--- src/rtl/cpu_pkg.sv ---
// rtl/cpu_pkg.sv - shared CPU constants and fetch-state encoding
package cpu_pkg;

  localparam int XLEN = 32;
  localparam logic [31:0] NOP_INST = 32'h00000013;

  typedef enum logic [1:0] {
    FS_RUN    = 2'd0,
    FS_FROZEN = 2'd1,
    FS_HALT   = 2'd2
  } fetch_state_t;

endpackage

--- src/rtl/if_out_reg.sv ---
// rtl/if_out_reg.sv - valid/ready fetch output register with flush, load and hold
module if_out_reg #(
  parameter int XLEN = 32
) (
  input  logic            clk,
  input  logic            rstn,
  input  logic            en_i,
  input  logic            flush_i,
  input  logic            load_i,
  input  logic            ready_i,
  input  logic [31:0]     inst_i,
  input  logic [XLEN-1:0] pc_i,
  output logic            valid_o,
  output logic [31:0]     inst_o,
  output logic [XLEN-1:0] pc_o
);
  import cpu_pkg::*;

  logic            valid_q, valid_d;
  logic [31:0]     inst_q, inst_d;
  logic [XLEN-1:0] pc_q, pc_d;

  // Flush only clears valid; contents stay until the next load.
  always_comb begin
    valid_d = valid_q;
    inst_d  = inst_q;
    pc_d    = pc_q;
    if (en_i) begin
      if (flush_i) begin
        valid_d = 1'b0;
      end else if (load_i) begin
        valid_d = 1'b1;
        inst_d  = inst_i;
        pc_d    = pc_i;
      end else if (valid_q && ready_i) begin
        valid_d = 1'b0;
      end
    end
  end

  always_ff @(posedge clk) begin
    if (!rstn) begin
      valid_q <= 1'b0;
      inst_q  <= NOP_INST;
      pc_q    <= '0;
    end else begin
      valid_q <= valid_d;
      inst_q  <= inst_d;
      pc_q    <= pc_d;
    end
  end

  assign valid_o = valid_q;
  assign inst_o  = inst_q;
  assign pc_o    = pc_q;

endmodule

--- src/rtl/if_fetch_stage.sv ---
// rtl/if_fetch_stage.sv - instruction fetch: PC, ROM addressing, run/freeze/halt control
module if_fetch_stage #(
  parameter int              XLEN       = cpu_pkg::XLEN,
  parameter int              IM_AW      = 6,
  parameter int              PROG_WORDS = 12,
  parameter logic [XLEN-1:0] RESET_PC   = '0,
  parameter bit              WRAP       = 1'b1
) (
  input  logic             clk,
  input  logic             rstn,
  input  logic             en,
  input  logic             freeze_i,
  input  logic             redir_valid,
  input  logic [XLEN-1:0]  redir_pc,
  output logic [IM_AW-1:0] imem_addr,
  input  logic [31:0]      imem_rdata,
  output logic             out_valid,
  input  logic             out_ready,
  output logic [31:0]      out_inst,
  output logic [XLEN-1:0]  out_pc,
  output logic             halted,
  output logic             misalign_o,
  output logic [XLEN-1:0]  fetch_cnt
);
  import cpu_pkg::*;

  localparam logic [XLEN-1:0] LAST_PC = RESET_PC + XLEN'(4 * (PROG_WORDS - 1));

  fetch_state_t    state_q, state_d;
  logic [XLEN-1:0] pc_q, pc_d;
  logic [XLEN-1:0] cnt_q, cnt_d;
  logic            mis_q, mis_d;
  logic            fire;

  always_comb begin
    state_d = state_q;
    pc_d    = pc_q;
    cnt_d   = cnt_q;
    mis_d   = 1'b0;
    fire    = en && (state_q == FS_RUN) && (!out_valid || out_ready) && !redir_valid;
    if (en) begin
      if (redir_valid) begin
        pc_d    = {redir_pc[XLEN-1:2], 2'b00};
        state_d = freeze_i ? FS_FROZEN : FS_RUN;
        mis_d   = |redir_pc[1:0];
      end else begin
        case (state_q)
          FS_RUN:    if (freeze_i) state_d = FS_FROZEN;
          FS_FROZEN: if (!freeze_i) state_d = FS_RUN;
          default:   state_d = state_q;
        endcase
        // End-of-program halt takes precedence over a freeze raised the same cycle.
        if (fire) begin
          cnt_d = cnt_q + XLEN'(1);
          if (pc_q == LAST_PC) begin
            if (WRAP) pc_d = RESET_PC;
            else      state_d = FS_HALT;
          end else begin
            pc_d = pc_q + XLEN'(4);
          end
        end
      end
    end
  end

  always_ff @(posedge clk) begin
    if (!rstn) begin
      state_q <= FS_RUN;
      pc_q    <= RESET_PC;
      cnt_q   <= '0;
      mis_q   <= 1'b0;
    end else begin
      state_q <= state_d;
      pc_q    <= pc_d;
      cnt_q   <= cnt_d;
      mis_q   <= mis_d;
    end
  end

  if_out_reg #(.XLEN(XLEN)) u_out_reg (
    .clk     (clk),
    .rstn    (rstn),
    .en_i    (en),
    .flush_i (redir_valid),
    .load_i  (fire),
    .ready_i (out_ready),
    .inst_i  (imem_rdata),
    .pc_i    (pc_q),
    .valid_o (out_valid),
    .inst_o  (out_inst),
    .pc_o    (out_pc)
  );

  assign imem_addr  = pc_q[IM_AW+1:2];
  assign halted     = (state_q == FS_HALT);
  assign misalign_o = mis_q;
  assign fetch_cnt  = cnt_q;

endmodule

--- config.mk ---
export PLATFORM = sky130hd
export DESIGN_NAME = if_fetch_stage
export DESIGN_NICKNAME = d
export VERILOG_FILES = /design/src/rtl/cpu_pkg.sv /design/src/rtl/if_out_reg.sv /design/src/rtl/if_fetch_stage.sv
export SDC_FILE = /design/constraint.sdc
export NUM_CORES = 1
export LEC_CHECK = 0
export ABC_AREA = 0
export BUFFER_PORTS_ARGS = -buffer_cell sky130_fd_sc_hd__buf_2
export CAP_MARGIN = 10
export CORE_MARGIN = 1
export CORE_UTILIZATION = 30
export DETAILED_ROUTE_END_ITERATION = 10
export HOLD_SLACK_MARGIN = 0.08
export PLACE_DENSITY = 0.61
export SLEW_MARGIN = 20
export SYNTH_ARGS = -nofsm -noshare
export SYNTH_HDL_FRONTEND = slang
export SYNTH_SLANG_ARGS = --single-unit
--- constraint.sdc ---
create_clock -name clk -period 3.5 [get_ports clk]
set_input_delay 0.175 -clock clk [delete_from_list [all_inputs] [get_ports clk]]
set_output_delay 0.175 -clock clk [all_outputs]
set_load 0.05 [all_outputs]
==> flow_summary_export.csv, run 1 <==
group,metric,value,unit
run_status,status,"finished clean",
layout,area_delta_synth_final,35.0,%
placement,dp_hpwl,11600,um
die,start_util,30.8,%
critical_path,reg2reg_slack,1.16,ns
die,die_h,141,um
layout,fin_nets,1007,
sta,timing.setup.tns,0,ns
critical_path,crit_buf_inv,1,
global_route,grt_usage,18.0,%
logic_synthesis,ys_warn_count,0,
detailed_routing,firstDrtPassIters,5,
clocking,cts_tree,"yes",
sta,max_freq,0.427,GHz
global_route,first_global_vias,5539,
sta,finalHoldWorstSlack,0.105,ns
clocking,numClockSinks,127,
power_and_ir_drop,vdd_drop_max,0.313,mV
logic_synthesis,yosys_register_bits,127,
detailed_routing,route.vias.total,5920,
global_route,grt_pass1_wl,28200,um
sta,finalCriticalPeriod,2.34,ns
critical_path,crit_path_max_fanout,14,
logic_synthesis,synth_edf_count,0,
logic_synthesis,synth_flop_cell,"dfxtp_1",
sta,fin_skew,0.00962,ns
job,drv_cap,0,
detailed_routing,drt-initial-drc-count,329,
clocking,cts_resized,0,
die,dieArea,19900,sq um
detailed_routing,wl_per_cell,14.5,um
layout,fin_util,41.5,%
layout,diodes,0,
clocking,numCtsBuffers,17,
sta,setup_viol_count_final,0,
critical_path,critPathTopFamily,"compound AO/OA/AOI/OAI gates",
clocking,htree_levels,4,
clocking,worstSkewPairLatency,0.41,ns
layout,layout-drive-gt1-share,24.1,%
die,die_width,141,um
placement,port_buffers,171,
logic_synthesis,synth.distinct_cells,62,
critical_path,cp_slowest_cell,"o21bai_2",
power_and_ir_drop,p_total,3820,uW
clocking,clockBufferDepth,2,
critical_path,critPathCaptureType,"flip-flop",
layout,fin_cells,1208,
sta,relSlewSlack,51.4,%
logic_synthesis,ys_async_sr_fraction,0,%
power_and_ir_drop,p_leak,0.00313,uW
logic_synthesis,synth_area,5790,sq um
global_route,overflow,0,
logic_synthesis,postSynthCellCount,748,
detailed_routing,antenna_left,0,
critical_path,required,3.77,ns
detailed_routing,vias_per_cell,4.90,
die,core,18800,sq um
sta,worst_slew_pin_slew,0.722,ns
detailed_routing,wl,17500,um
logic_synthesis,ys_seq_area_share,43.9,%
clocking,clkSlewWorstSetupHoldPaths,0.06,ns
global_route,grt_max_degree,60,
critical_path,crit_chain,"ha_1 -> nor2b_1 -> nand4_1 -> o21bai_2 -> buf_4 -> or3_1 -> o31a_1 -> a31oi_1",
clocking,root_buffer,"clkbuf_16",
sta,rsz0062_at_grt,"false",
critical_path,critPathArrivalTime,2.61,ns
sta,slew_violations,0,
critical_path,slowest_delay,0.46,ns
placement,gp_congestion,0.824,
layout,layout_common_cells,"nand2_1, buf_2, dfxtp_1, a21oi_1, nor2_1",
layout,layout_commonest_cell,"nand2_1",
sta,finalCritPeriodShare,67.0,%
die,rows,50,
power_and_ir_drop,cellPowerDensity,488,nW/um^2
detailed_routing,route.detailed.drc,0,
critical_path,start_kind,"flip-flop",
die,ioPinCount,175,
worst_hold_path,hold_path.class,"in2reg",
critical_path,critPathKind,"reg2reg",
sta,hold_violations,0,
logic_synthesis,syn_avg_cell_area,7.74,sq um
global_route,grt_antenna_before_repair,0,
placement,dp_cells,1129,
-- state kept, by name, indices dropped and copies added, names as in the netlist --
| name | count |
|---|---|
| u_out_reg.valid_o | 1 |
| u_out_reg.inst_o | 32 |
| misalign_o | 1 |
| fetch_cnt | 32 |
| u_out_reg.pc_o | 30 |
| pc_q | 30 |
| state_q | 1 |
-- per-layer routing --
metal / wire [um] / global-route usage (%)
met4: 598 / 8.47
met3: 996 / 5.40
met2: 7840 / 27.9
met1: 8030 / 22.9
met5: 0 / 0
-- cells by family after synthesis --
family | Yosys count | synth area share, %
other cells | 1 | 0.0647
simple gates | 356 | 28.5
flops | 127 | 43.9
xor+xnor | 26 | 3.93
buf+inv | 69 | 6.03
mux | 1 | 0.173
fa+ha+maj | 2 | 0.432
compound gates | 166 | 17.0
-- repair_timing --
action	in CTS	in global routing
setup endpoints to repair	0	0
setup buffers	0	0
endpoints found under the hold margin	47	0
hold buffers	47	0
-- where the power goes --
part	switching (uW)	leakage, uW	total [uW]	internal, uW
logic	291	0.00180	441	150
registers	51.2	0.00103	1540	1490
clock network	700	0.000299	1830	1130
total	1040	0.00313	3820	2770
-- worst paths after layout --
check                                         end  depth (start not counted)               from
worst max-delay path                     pc_q[24]                          8            pc_q[2]
worst min-delay path                      pc_q[8]                          3        redir_pc[8]
worst max register to register           pc_q[24]                          8            pc_q[2]
worst min register to register  u_out_reg.pc_o[4]                          2  u_out_reg.pc_o[4]
-- cells in the mapped netlist (2+ instances only) --
cell	instances	area [sq um]
nand2_1	184	691
and2_1	2	12.5
o21ai_0	16	80.1
nor2b_1	2	12.5
nand2b_1	2	12.5
or3_1	8	50.1
a32o_1	2	20.0
xor2_1	11	96.3
o22ai_1	2	12.5
a21o_1	5	37.5
nand4_1	20	125
nor4b_1	2	17.5
a311oi_1	3	26.3
o31ai_1	6	45.0
xnor2_1	15	131
dfxtp_1	127	2540
nor3_1	15	75.1
a221oi_1	3	26.3
buf_1	6	22.5
nand3_1	34	170
and3_1	7	43.8
buf_6	4	45.0
o21a_1	3	22.5
a31oi_1	12	75.1
o21ai_1	8	40.0
nor4_1	9	56.3
o211ai_1	4	30.0
a22oi_1	6	45.0
and4_1	6	52.6
or4_1	4	30.0
clkbuf_1	35	131
ha_1	2	25.0
buf_4	14	105
inv_1	6	22.5
a21oi_1	87	435
nor2_1	50	188
-- area by class of cell --
| class | instances | area [sq um] |
|---|---|---|
| Clock buffer | 17 | 425 |
| Clock inverter | 15 | 183 |
| Fill cell | 1932 | 11000 |
| Inverter | 7 | 27.5 |
| Multi-Input combinational cell | 554 | 2920 |
| Sequential cell | 127 | 2540 |
| Tap cell | 260 | 325 |
| Timing Repair Buffer | 228 | 1400 |
-- worst min-delay path: stages --
cell and delay (ns):
buf_2 0.09, a221oi_1 0.07, nor3_1 0.13
-- stage by stage --
stage | cell area (sq um) | setup slack [ns]
final | 7820 | 1.16
after detailed placement | 6740 | 1.21
after floorplan | 5800 | 1.44
after global routing | 7820 | 0.962
after global placement | 6740 | 1.18
after CTS | 7820 | 1.18
(Power assumes the default switching activity.)
==> run 2, diff against run 1 <==
--- a/config.mk
+++ b/config.mk
@@ -12,7 +12,7 @@
 export CORE_UTILIZATION = 30
 export DETAILED_ROUTE_END_ITERATION = 10
 export HOLD_SLACK_MARGIN = 0.08
-export PLACE_DENSITY = 0.61
+export PLACE_DENSITY = 0.63
 export SLEW_MARGIN = 20
 export SYNTH_ARGS = -nofsm -noshare
 export SYNTH_HDL_FRONTEND = slang
==> constraint.sdc (replaced) <==
create_clock -name clk -period 2 [get_ports clk]
set_input_delay 0.1 -clock clk [delete_from_list [all_inputs] [get_ports clk]]
set_output_delay 0.1 -clock clk [all_outputs]
set_load 0.05 [all_outputs]
==> run 2 against run 1 <==
Effect of this change:
- clock power is 65% higher
- global-route usage is 0.69 points higher
- fmax is 22% higher
- critical endpoint unchanged
- largest power group unchanged
- via count is 4.4% higher
- routed wire length is 6.1% higher
- design area is 8.0% higher
- clock skew hardly changed
- setup slack worse by 1.1 ns
- sequential power is 74% higher
==> flow_summary_export.csv, run 2 (synthesis results as in run 1) <==
group,metric,value,unit
run_status,status,"finished clean",
layout,layout_common_cells,"nand2_1, buf_2, dfxtp_1, a21oi_1, dlygate4sd3_1",
global_route,grt_antenna_before_repair,0,
clocking,clkSlewWorstSetupHoldPaths,0.06,ns
critical_path,r2r_cells,8,
critical_path,critPathTopFamily,"simple AND/OR/NAND/NOR gates",
sta,finalCritPeriodShare,95.7,%
worst_hold_path,hold_depth,3,
global_route,grt_max_degree,67,
clocking,clockBufferDepth,2,
global_route,overflow,0,
critical_path,slowest_delay,0.37,ns
critical_path,critPathKind,"reg2reg",
clocking,root_buffer,"clkbuf_16",
layout,fin_cells,1273,
placement,port_buffers,171,
critical_path,crit_chain,"ha_2 -> nor2b_1 -> nand4_1 -> o21bai_2 -> buf_4 -> or3_1 -> o31a_1 -> a31oi_1",
detailed_routing,route.vias.total,6183,
critical_path,crit_buf_inv,1,
detailed_routing,wl,18500,um
detailed_routing,vias_per_cell,4.86,
die,core,18800,sq um
die,dieArea,19900,sq um
clocking,numClockSinks,127,
layout,final.fill_count,1888,
critical_path,required,2.35,ns
die,die_width,141,um
die,ioPinCount,175,
detailed_routing,firstDrtPassIters,5,
sta,worst_slew_pin_slew,0.684,ns
critical_path,cp_num_cells,8,
placement,dp_cells,1178,
critical_path,start_kind,"flip-flop",
power_and_ir_drop,p_leak,0.00349,uW
job,drv_cap,0,
worst_hold_path,hold_path.class,"in2reg",
sta,finalCriticalPeriod,1.91,ns
layout,layout_commonest_cell,"nand2_1",
power_and_ir_drop,cellPowerDensity,782,nW/um^2
layout,diodes,0,
detailed_routing,wl_per_cell,14.6,um
clocking,numCtsBuffers,17,
clocking,htree_levels,4,
layout,area_delta_synth_final,45.8,%
critical_path,crit_path_max_fanout,12,
die,rows,50,
placement,place_ws,-0.0184,ns
sta,fin_skew,0.0100,ns
global_route,first_global_vias,5831,
global_route,grt_pass1_wl,29500,um
global_route,grt_usage,18.7,%
critical_path,critPathArrivalTime,2.26,ns
layout,layout-drive-gt1-share,29.9,%
sta,setup_viol_count_final,0,
sta,hold_violations,0,
clocking,worstSkewPairLatency,0.42,ns
placement,dp_hpwl,12300,um
sta,slew_violations,0,
critical_path,cp_slowest_cell,"or3_1",
detailed_routing,drt-initial-drc-count,333,
sta,setup_slack,0.0861,ns
placement,gp_congestion,0.861,
sta,max_freq,0.523,GHz
clocking,cts_tree,"yes",
layout,fin_nets,1073,
die,start_util,30.8,%
detailed_routing,route.detailed.drc,0,
detailed_routing,antenna_left,0,
critical_path,critPathCaptureType,"flip-flop",
power_and_ir_drop,vdd_drop_max,0.564,mV
sta,relSlewSlack,54.4,%
die,die_h,141,um
## run 2: changes by cell type in the layout (fill, tap and decap cells not counted), sizes merged
cell         previous run  this run
buf                   181       233
bufinv                  3         2
clkbuf                 17        20
clkinvlp                1         3
dlygate4sd3            47        61
inv                    11         6
## run 2: path summary, 6_finish.rpt
kind | slack, ns | endpoint | start
setup / recovery | 0.09 | pc_q[24] | pc_q[2]
hold / removal | 0.11 | u_out_reg.inst_o[4] | rstn
setup reg to reg | 0.09 | pc_q[24] | pc_q[2]
hold reg to reg | 0.45 | u_out_reg.inst_o[16] | u_out_reg.inst_o[16]
## run 2: where the power goes
part | internal, uW | switching, uW | leakage, uW
registers | 2610 | 63.0 | 0.00104
logic | 343 | 563 | 0.00217
clock network | 1880 | 1140 | 0.000277
total | 4840 | 1770 | 0.00349
## run 2: final cells by class
type                    count  area (sq um)  share of cell area, %
repair buffers            294          1990                   23.5
clock buffers              20           457                   5.41
well taps                 260           325                   3.85
inverters                   7          27.5                  0.326
flip-flops and latches    127          2570                   30.4
multi-input cells         554          2960                   35.1
clock inverters            11           116                   1.38
## run 2: repair_timing
action | 4_1_cts | 5_1_grt
setup buffers | 0 | 3
pin swaps | 1 | 5
gates resized for setup | 1 | 27
endpoints found under the hold margin | 60 | 0
setup endpoints to repair | 2 | 19
hold buffers | 61 | 0
## run 2: through the flow
stage / TNS, ns / hold slack [ns] / total power (uW) / utilization [%] / area, sq um
final: 0 / 0.113 / 6610 / 44.8 / 8440
after global routing: -0.0969 / 0.117 / 6870 / 44.8 / 8440
after CTS: 0 / 0.0976 / 6680 / 44.4 / 8350
after detailed placement: -0.0184 / 0.314 / 3530 / 38.0 / 7160
after global placement: 0 / 0.307 / 3530 / 38.0 / 7160
after floorplan: 0 / 0.224 / 3250 / - / 5800
## run 2: per-layer routing
layer	up-vias	global-route usage, %	routed length [um]
met5	-	0	0
met4	0	8.07	448
met3	28	4.52	1020
met2	189	30.6	8770
met1	2866	23.3	8310
li1	3100	-	-
## run 2: tightest hold or removal path: cells and delay by family
kind                   cells  cell delay (ns)
and+or+nand+nor            1             0.08
buffers and inverters      2             0.31
